==> config.mk <==
export PLATFORM = sky130hd
export DESIGN_NAME = sync_buffer_mc_flat
export DESIGN_NICKNAME = d
export VERILOG_FILES = /design/src/rtl/sync_buffer_mc_if.sv /design/src/rtl/sync_buffer_mc.sv /design/src/flat_wrapper.sv
export SDC_FILE = /design/constraint.sdc
export NUM_CORES = 1
export LEC_CHECK = 0
export ABC_AREA = 1
export CORE_ASPECT_RATIO = 1.1
export CORE_UTILIZATION = 26
export DETAILED_ROUTE_END_ITERATION = 8
export GPL_TIMING_DRIVEN = 1
export PLACE_DENSITY_LB_ADDON = 0.15
export SYNTH_ARGS = -nofsm -noshare
export SYNTH_HDL_FRONTEND = slang
export SYNTH_SLANG_ARGS = --single-unit
==> constraint.sdc <==
create_clock -name clk_pix -period 1.4 [get_ports clk_pix]
set_input_delay 0.14 -clock clk_pix [delete_from_list [all_inputs] [get_ports clk_pix]]
set_output_delay 0.14 -clock clk_pix [all_outputs]
set_load 0.02 [all_outputs]
==> src/rtl/sync_buffer_mc_if.sv <==
// Sensor stream bundle: frame valid, line valid and multi-channel pixels.
//   fval     : frame valid
//   lval     : line valid
//   pix_data : CHANNEL_NUM pixels of DATA_WIDTH bits, channel 0 in the LSBs
// master drives the stream, slave receives it.
interface sync_buffer_mc_if #(
    parameter int DATA_WIDTH  = 10,
    parameter int CHANNEL_NUM = 4
);
    logic                              fval;
    logic                              lval;
    logic [DATA_WIDTH*CHANNEL_NUM-1:0] pix_data;

    modport master (output fval, lval, pix_data);
    modport slave  (input  fval, lval, pix_data);
endinterface

==> src/rtl/sync_buffer_mc.sv <==
// Multi-channel sensor stream sync buffer with frame qualification.
// Registers the FVAL/LVAL/pixel stream, delays it by FVAL_MIN_WIDTH stages
// and releases a frame only when acquisition and stream enable were both high
// at its first sample and its FVAL lasted at least FVAL_MIN_WIDTH enabled
// cycles. Rejected frames are counted; the pixel format is shadowed at the
// output frame start.
// Ports:
//   clk_pix         : pixel clock
//   reset_n         : asynchronous active-low reset
//   i_clk_en        : cycle qualifier, every register holds when low
//   i_acq, i_se     : acquisition / stream enable
//   s_in            : sensor stream input (slave)
//   iv_pixel_format : live pixel-format register
//   m_out           : qualified stream output (master), registered
//   ov_pixel_format : pixel format shadowed at the output frame start
//   ov_drop_cnt     : saturating count of rejected frames
module sync_buffer_mc #(
    parameter int DATA_WIDTH     = 10,
    parameter int CHANNEL_NUM    = 4,
    parameter int FVAL_MIN_WIDTH = 3,
    parameter int PIX_FMT_WD     = 32,
    parameter int CNT_WD         = 16
) (
    input  logic                  clk_pix,
    input  logic                  reset_n,
    input  logic                  i_clk_en,
    input  logic                  i_acq,
    input  logic                  i_se,
    sync_buffer_mc_if.slave       s_in,
    input  logic [PIX_FMT_WD-1:0] iv_pixel_format,
    sync_buffer_mc_if.master      m_out,
    output logic [PIX_FMT_WD-1:0] ov_pixel_format,
    output logic [CNT_WD-1:0]     ov_drop_cnt
);
    localparam int N     = FVAL_MIN_WIDTH;
    localparam int PIX_W = DATA_WIDTH * CHANNEL_NUM;
    localparam int CQ_W  = $clog2(N + 1);

    typedef enum logic [1:0] {IDLE, QUAL, PASS, DROP} state_t;

    function automatic logic [CNT_WD-1:0] sat_inc(input logic [CNT_WD-1:0] v);
        return (&v) ? v : v + CNT_WD'(1);
    endfunction

    logic             fval_p0, lval_p0, en_p0, armed_p0;
    logic [PIX_W-1:0] data_p0;
    logic             fval_dl [1:N];
    logic             lval_dl [1:N];
    logic [PIX_W-1:0] data_dl [1:N];
    logic             o_fval, o_lval;
    logic [PIX_W-1:0] o_data;

    state_t          state, state_nxt;
    logic [CQ_W-1:0] cnt, cnt_nxt;
    logic            out_en, set_out_en, drop_inc, rise;

    // ---- stage s0: input capture ----
    // The enable is captured with the sample so it refers to the frame's first
    // sample. armed_p0 records that fval has been seen low since reset, so a
    // frame already running at reset release is never qualified.
    always_ff @(posedge clk_pix or negedge reset_n) begin
        if (!reset_n) begin
            fval_p0  <= 1'b0;
            lval_p0  <= 1'b0;
            data_p0  <= '0;
            en_p0    <= 1'b0;
            armed_p0 <= 1'b0;
        end else if (i_clk_en) begin
            fval_p0  <= s_in.fval;
            lval_p0  <= s_in.lval;
            data_p0  <= s_in.pix_data;
            en_p0    <= i_acq & i_se;
            armed_p0 <= armed_p0 | ~s_in.fval;
        end
    end

    // ---- stages d[1..N]: delay line covering the qualification window ----
    always_ff @(posedge clk_pix or negedge reset_n) begin
        if (!reset_n) begin
            for (int i = 1; i <= N; i++) begin
                fval_dl[i] <= 1'b0;
                lval_dl[i] <= 1'b0;
                data_dl[i] <= '0;
            end
        end else if (i_clk_en) begin
            fval_dl[1] <= fval_p0;
            lval_dl[1] <= lval_p0;
            data_dl[1] <= data_p0;
            for (int i = 2; i <= N; i++) begin
                fval_dl[i] <= fval_dl[i-1];
                lval_dl[i] <= lval_dl[i-1];
                data_dl[i] <= data_dl[i-1];
            end
        end
    end

    // d[1].fval is s0.fval one enabled cycle earlier.
    assign rise = fval_p0 & ~fval_dl[1];

    always_comb begin
        state_nxt  = state;
        cnt_nxt    = cnt;
        set_out_en = 1'b0;
        drop_inc   = 1'b0;
        case (state)
            IDLE: begin
                if (rise) begin
                    // out_en still high means the previous frame has not
                    // drained: the blanking gap was too short.
                    if (en_p0 && armed_p0 && !out_en) begin
                        state_nxt = QUAL;
                        cnt_nxt   = CQ_W'(1);
                    end else begin
                        state_nxt = DROP;
                        drop_inc  = 1'b1;
                    end
                end
            end
            QUAL: begin
                if (fval_p0) begin
                    if (cnt == CQ_W'(N - 1)) begin
                        state_nxt  = PASS;
                        set_out_en = 1'b1;
                    end else begin
                        cnt_nxt = cnt + CQ_W'(1);
                    end
                end else begin
                    state_nxt = IDLE;
                    cnt_nxt   = '0;
                    drop_inc  = 1'b1;
                end
            end
            PASS, DROP: begin
                if (!fval_p0) begin
                    state_nxt = IDLE;
                    cnt_nxt   = '0;
                end
            end
            default: begin
                state_nxt = IDLE;
                cnt_nxt   = '0;
            end
        endcase
    end

    // Decision is taken on the Nth high s0 sample, the same edge the frame
    // head enters d[N]. out_en is set only while low, and cleared once the
    // released frame has left d[N].
    always_ff @(posedge clk_pix or negedge reset_n) begin
        if (!reset_n) begin
            state           <= IDLE;
            cnt             <= '0;
            out_en          <= 1'b0;
            ov_pixel_format <= '0;
            ov_drop_cnt     <= '0;
        end else if (i_clk_en) begin
            state <= state_nxt;
            cnt   <= cnt_nxt;
            if (set_out_en) begin
                out_en          <= 1'b1;
                ov_pixel_format <= iv_pixel_format;
            end else if (out_en && !fval_dl[N]) begin
                out_en <= 1'b0;
            end
            if (drop_inc)
                ov_drop_cnt <= sat_inc(ov_drop_cnt);
        end
    end

    // ---- output stage: gate d[N] with out_en ----
    always_ff @(posedge clk_pix or negedge reset_n) begin
        if (!reset_n) begin
            o_fval <= 1'b0;
            o_lval <= 1'b0;
            o_data <= '0;
        end else if (i_clk_en) begin
            o_fval <= fval_dl[N] & out_en;
            o_lval <= lval_dl[N] & fval_dl[N] & out_en;
            o_data <= (lval_dl[N] & fval_dl[N] & out_en) ? data_dl[N] : '0;
        end
    end

    assign m_out.fval     = o_fval;
    assign m_out.lval     = o_lval;
    assign m_out.pix_data = o_data;
endmodule

==> src/flat_wrapper.sv <==
// flat-port wrapper written by rule: the top's interface ports become plain ports
module sync_buffer_mc_flat 
#(
    parameter int DATA_WIDTH     = 10,
    parameter int CHANNEL_NUM    = 4,
    parameter int FVAL_MIN_WIDTH = 3,
    parameter int PIX_FMT_WD     = 32,
    parameter int CNT_WD         = 16
)
  (clk_pix, reset_n, i_clk_en, i_acq, i_se, iv_pixel_format, ov_pixel_format, ov_drop_cnt, s_in_fval, s_in_lval, s_in_pix_data, m_out_fval, m_out_lval, m_out_pix_data);
  sync_buffer_mc_if #(.DATA_WIDTH(DATA_WIDTH), .CHANNEL_NUM(CHANNEL_NUM)) s_in_i ();
  sync_buffer_mc_if #(.DATA_WIDTH(DATA_WIDTH), .CHANNEL_NUM(CHANNEL_NUM)) m_out_i ();
  input  logic clk_pix;
  input  logic reset_n;
  input  logic i_clk_en;
  input  logic i_acq;
  input  logic i_se;
  input  logic [PIX_FMT_WD-1:0] iv_pixel_format;
  output logic [PIX_FMT_WD-1:0] ov_pixel_format;
  output logic [CNT_WD-1:0] ov_drop_cnt;
  input wire logic [$bits(s_in_i.fval)-1:0] s_in_fval;
  input wire logic [$bits(s_in_i.lval)-1:0] s_in_lval;
  input wire logic [$bits(s_in_i.pix_data)-1:0] s_in_pix_data;
  output wire logic [$bits(m_out_i.fval)-1:0] m_out_fval;
  output wire logic [$bits(m_out_i.lval)-1:0] m_out_lval;
  output wire logic [$bits(m_out_i.pix_data)-1:0] m_out_pix_data;
  assign s_in_i.fval = s_in_fval;
  assign s_in_i.lval = s_in_lval;
  assign s_in_i.pix_data = s_in_pix_data;
  assign m_out_fval = m_out_i.fval;
  assign m_out_lval = m_out_i.lval;
  assign m_out_pix_data = m_out_i.pix_data;
  sync_buffer_mc #(.DATA_WIDTH(DATA_WIDTH), .CHANNEL_NUM(CHANNEL_NUM), .FVAL_MIN_WIDTH(FVAL_MIN_WIDTH), .PIX_FMT_WD(PIX_FMT_WD), .CNT_WD(CNT_WD)) u_core (.clk_pix(clk_pix), .reset_n(reset_n), .i_clk_en(i_clk_en), .i_acq(i_acq), .i_se(i_se), .s_in(s_in_i), .iv_pixel_format(iv_pixel_format), .m_out(m_out_i), .ov_pixel_format(ov_pixel_format), .ov_drop_cnt(ov_drop_cnt));
endmodule
==> impl_metrics.yaml <==
power:
  power_density_nw_per_um2: 1359
  irDropWorstVdd_mv: 0.8862
  p_leak_nw: 6.919
  power.total_mw: 19.23
finish:
  drive_above_1_share_pct: 18.60
  nets: 1434
  area_growth_pct: 35.91
  layout_common_cells: "nand2_1 (442), dfrtp_1 (250), o21ai_0 (169)"
  final_common_cell: "nand2_1"
sta:
  finalMaxSlewViolations: 0
  period_share_pct: 102.5
  max_freq_ghz: 0.6971
  clock_skew_ps: 15.31
  rsz0062_at_grt: "yes"
  tightest_slew_ps: 497.4
  setup_ws_ps: -34.61
  setup_tns_ps: -334.4
  finalSetupViolCount: 16
  relSlewSlack_pct: 66.84
  whs_ps: 46.65
  period_minus_slack_ps: 1435
  hold_violations: 0
global_route:
  overflow: 0
  grt_pass1_wl_um: 41340
  grt_usage_pct: 12.53
  grt_max_degree: 118
  grt_pass1_vias: 7841
  antenna_found_initial: 0
route:
  drt_iter0_markers: 409
  drtPass1Iterations: 7
  ant_nets: 0
  drt-vias-per-instance: 4.147
  vias: 7813
  drc: 32
  post_drt_wl_per_cell_um: 13.09
  routed_wl_um: 24660
synthesis:
  ys_seq_area_share_pct: 63.69
  synth_warnings: 0
  synth_top_cell_area_share_pct: 63.69
  yosysTopAreaCell: "dfrtp_1"
  syn-num-nets: 1229
  synth.distinct_cells: 24
  synth_area_um2: 10410
  ys_async_sr_fraction_pct: 100.0
  ys_top_cells_by_area: "dfrtp_1 (64%), nand2_1 (16%), o21ai_0 (8.2%)"
  ys.flop_type: "dfrtp_1"
  ys_ff_latch: 265
  synth_edf_count: 0
  syn_avg_cell_area_um2: 9.070
  synthCells: 1148
outcome:
  violations: "design-rule violations, negative setup slack"
  status: "finished, violations left"
floorplanning:
  rows: 76
  ios: 169
  dieWidth_um: 192.8
  fp.dieH_um: 211.9
  dieArea_um2: 40850
  start_util_pct: 26.51
  coreArea_um2: 39270
setup_path:
  critPathRequiredTime_ps: 1840
  worstReg2RegStart: "u_core.ov_drop_cnt[1]"
  criticalPathCategory: "register to register"
  critical_path_arrival_ps: 1880
  cp-startpoint: "u_core.ov_drop_cnt[1]"
  cp-start-kind: "register"
  rrSetupSlack_ps: -30
  end_kind: "register"
  reg2reg_depth: 10
  cp_max_fo: 8
  r2r_end: "u_core.ov_drop_cnt[0]"
  endpoint: "u_core.ov_drop_cnt[0]"
placed_design:
  dp_slack_ps: 17.11
  dp_hpwl_um: 15440
  place_congestion: 0.7077
  io_buffers: 168
clock_network:
  numCtsBuffers: 30
  clockBufferDepth: 3
  clk_latency_ps: 570
  cts.clk_slew.worst_paths_ps: 60
  cts_tree: "yes"
  root_buffer: "clkbuf_16"
  htreeDepth: 1
  clock_sinks: 265
run:
  maxCapViolCount: 0
hold_path:
  hp-class: "input port to async pin"
cell usage after synthesis (4+ instances only):
| library cell | count |
|---|---|
| buf_2 | 33 |
| clkbuf_1 | 22 |
| nand4_1 | 8 |
| nor2_2 | 5 |
| inv_1 | 100 |
| nor2_1 | 18 |
| nand2_1 | 453 |
| nand3_1 | 44 |
| nand2_2 | 6 |
| xnor2_1 | 4 |
| dfrtp_1 | 265 |
| o21ai_0 | 170 |
metrics by stage:
step,std cells,cell area [um2],utilization [%]
floorplan,1148,10450,-
global placement,1809,12980,33.05
detailed placement,1809,12980,33.05
CTS,1880,14130,35.99
global route,1883,14150,36.03
finish,1884,14150,36.03
critical path: stages, from the launching register on:
cell,delay [ps]
dfrtp_2,410
buf_6,130
ha_4,160
inv_4,50
nor2_4,30
nand2_2,70
clkinv_2,60
nand2_4,90
nand3_4,140
nand2_1,110
nand2_1,50
state kept, by name, indices dropped and copies added, names as in the netlist, 3 cells and up:
signal,count
u_core.ov_drop_cnt,16
u_core.fval_dl,3
u_core.m_out.pix_data,40
u_core.lval_dl,3
u_core.data_dl,120
u_core.data_p0,40
u_core.ov_pixel_format,32
cell families after synthesis:
family          Yosys count  synth area share [%]
compound gates          174                 8.387
xor+xnor                  7                0.5888
fa+ha+maj                 2                0.2403
buf+inv                 161                 6.345
flops                   265                 63.69
simple gates            539                 20.75
power by group:
group / switching [mW] / leakage (nW) / internal, mW
clock: 3.23 / 0.508 / 4.86
combinational: 1.33 / 2.99 / 1.02
sequential: 0.366 / 3.42 / 8.42
total: 4.93 / 6.92 / 14.3
per-layer routing:
layer / vias up / GRT usage [%] / wire (um)
met4: 0 / 4.018 / 480
met5: - / 0 / 0
met2: 119 / 20.33 / 11640
met3: 31 / 2.172 / 1056
met1: 3660 / 16.83 / 11490
li1: 4003 / - / -
area by class of cell:
| cell class | count | area, um2 |
|---|---|---|
| Antenna cell | 1 | 2.502 |
| Clock buffer | 43 | 869.6 |
| Clock inverter | 12 | 153.9 |
| Fill cell | 4049 | 25120 |
| Inverter | 103 | 395.4 |
| Multi-Input combinational cell | 723 | 3229 |
| Sequential cell | 265 | 6650 |
| Tap cell | 507 | 634.4 |
| Timing Repair Buffer | 230 | 2216 |
repair_timing:
action	4_1_cts	5_1_grt
hold buffers	2	0
pin swaps	3	6
hold endpoints to repair	272	0
setup buffers	13	3
cloned	1	0
endpoints found under the setup margin	90	68
resized for setup	335	39
worst min-delay path by stage:
stage | from | end | slack [ps] | cells after the start
final | reset_n | u_core.m_out.pix_data[9] | 50 | 2
after global placement | reset_n | u_core.data_dl[98] | 50 | 1
after global routing | reset_n | u_core.m_out.pix_data[9] | 40 | 2
after floorplan | reset_n | u_core.armed_p0 | -160 | 0
after detailed placement | reset_n | u_core.data_dl[98] | 50 | 1
after CTS | reset_n | u_core.m_out.pix_data[19] | 20 | 2
(Power assumes the default switching activity.)
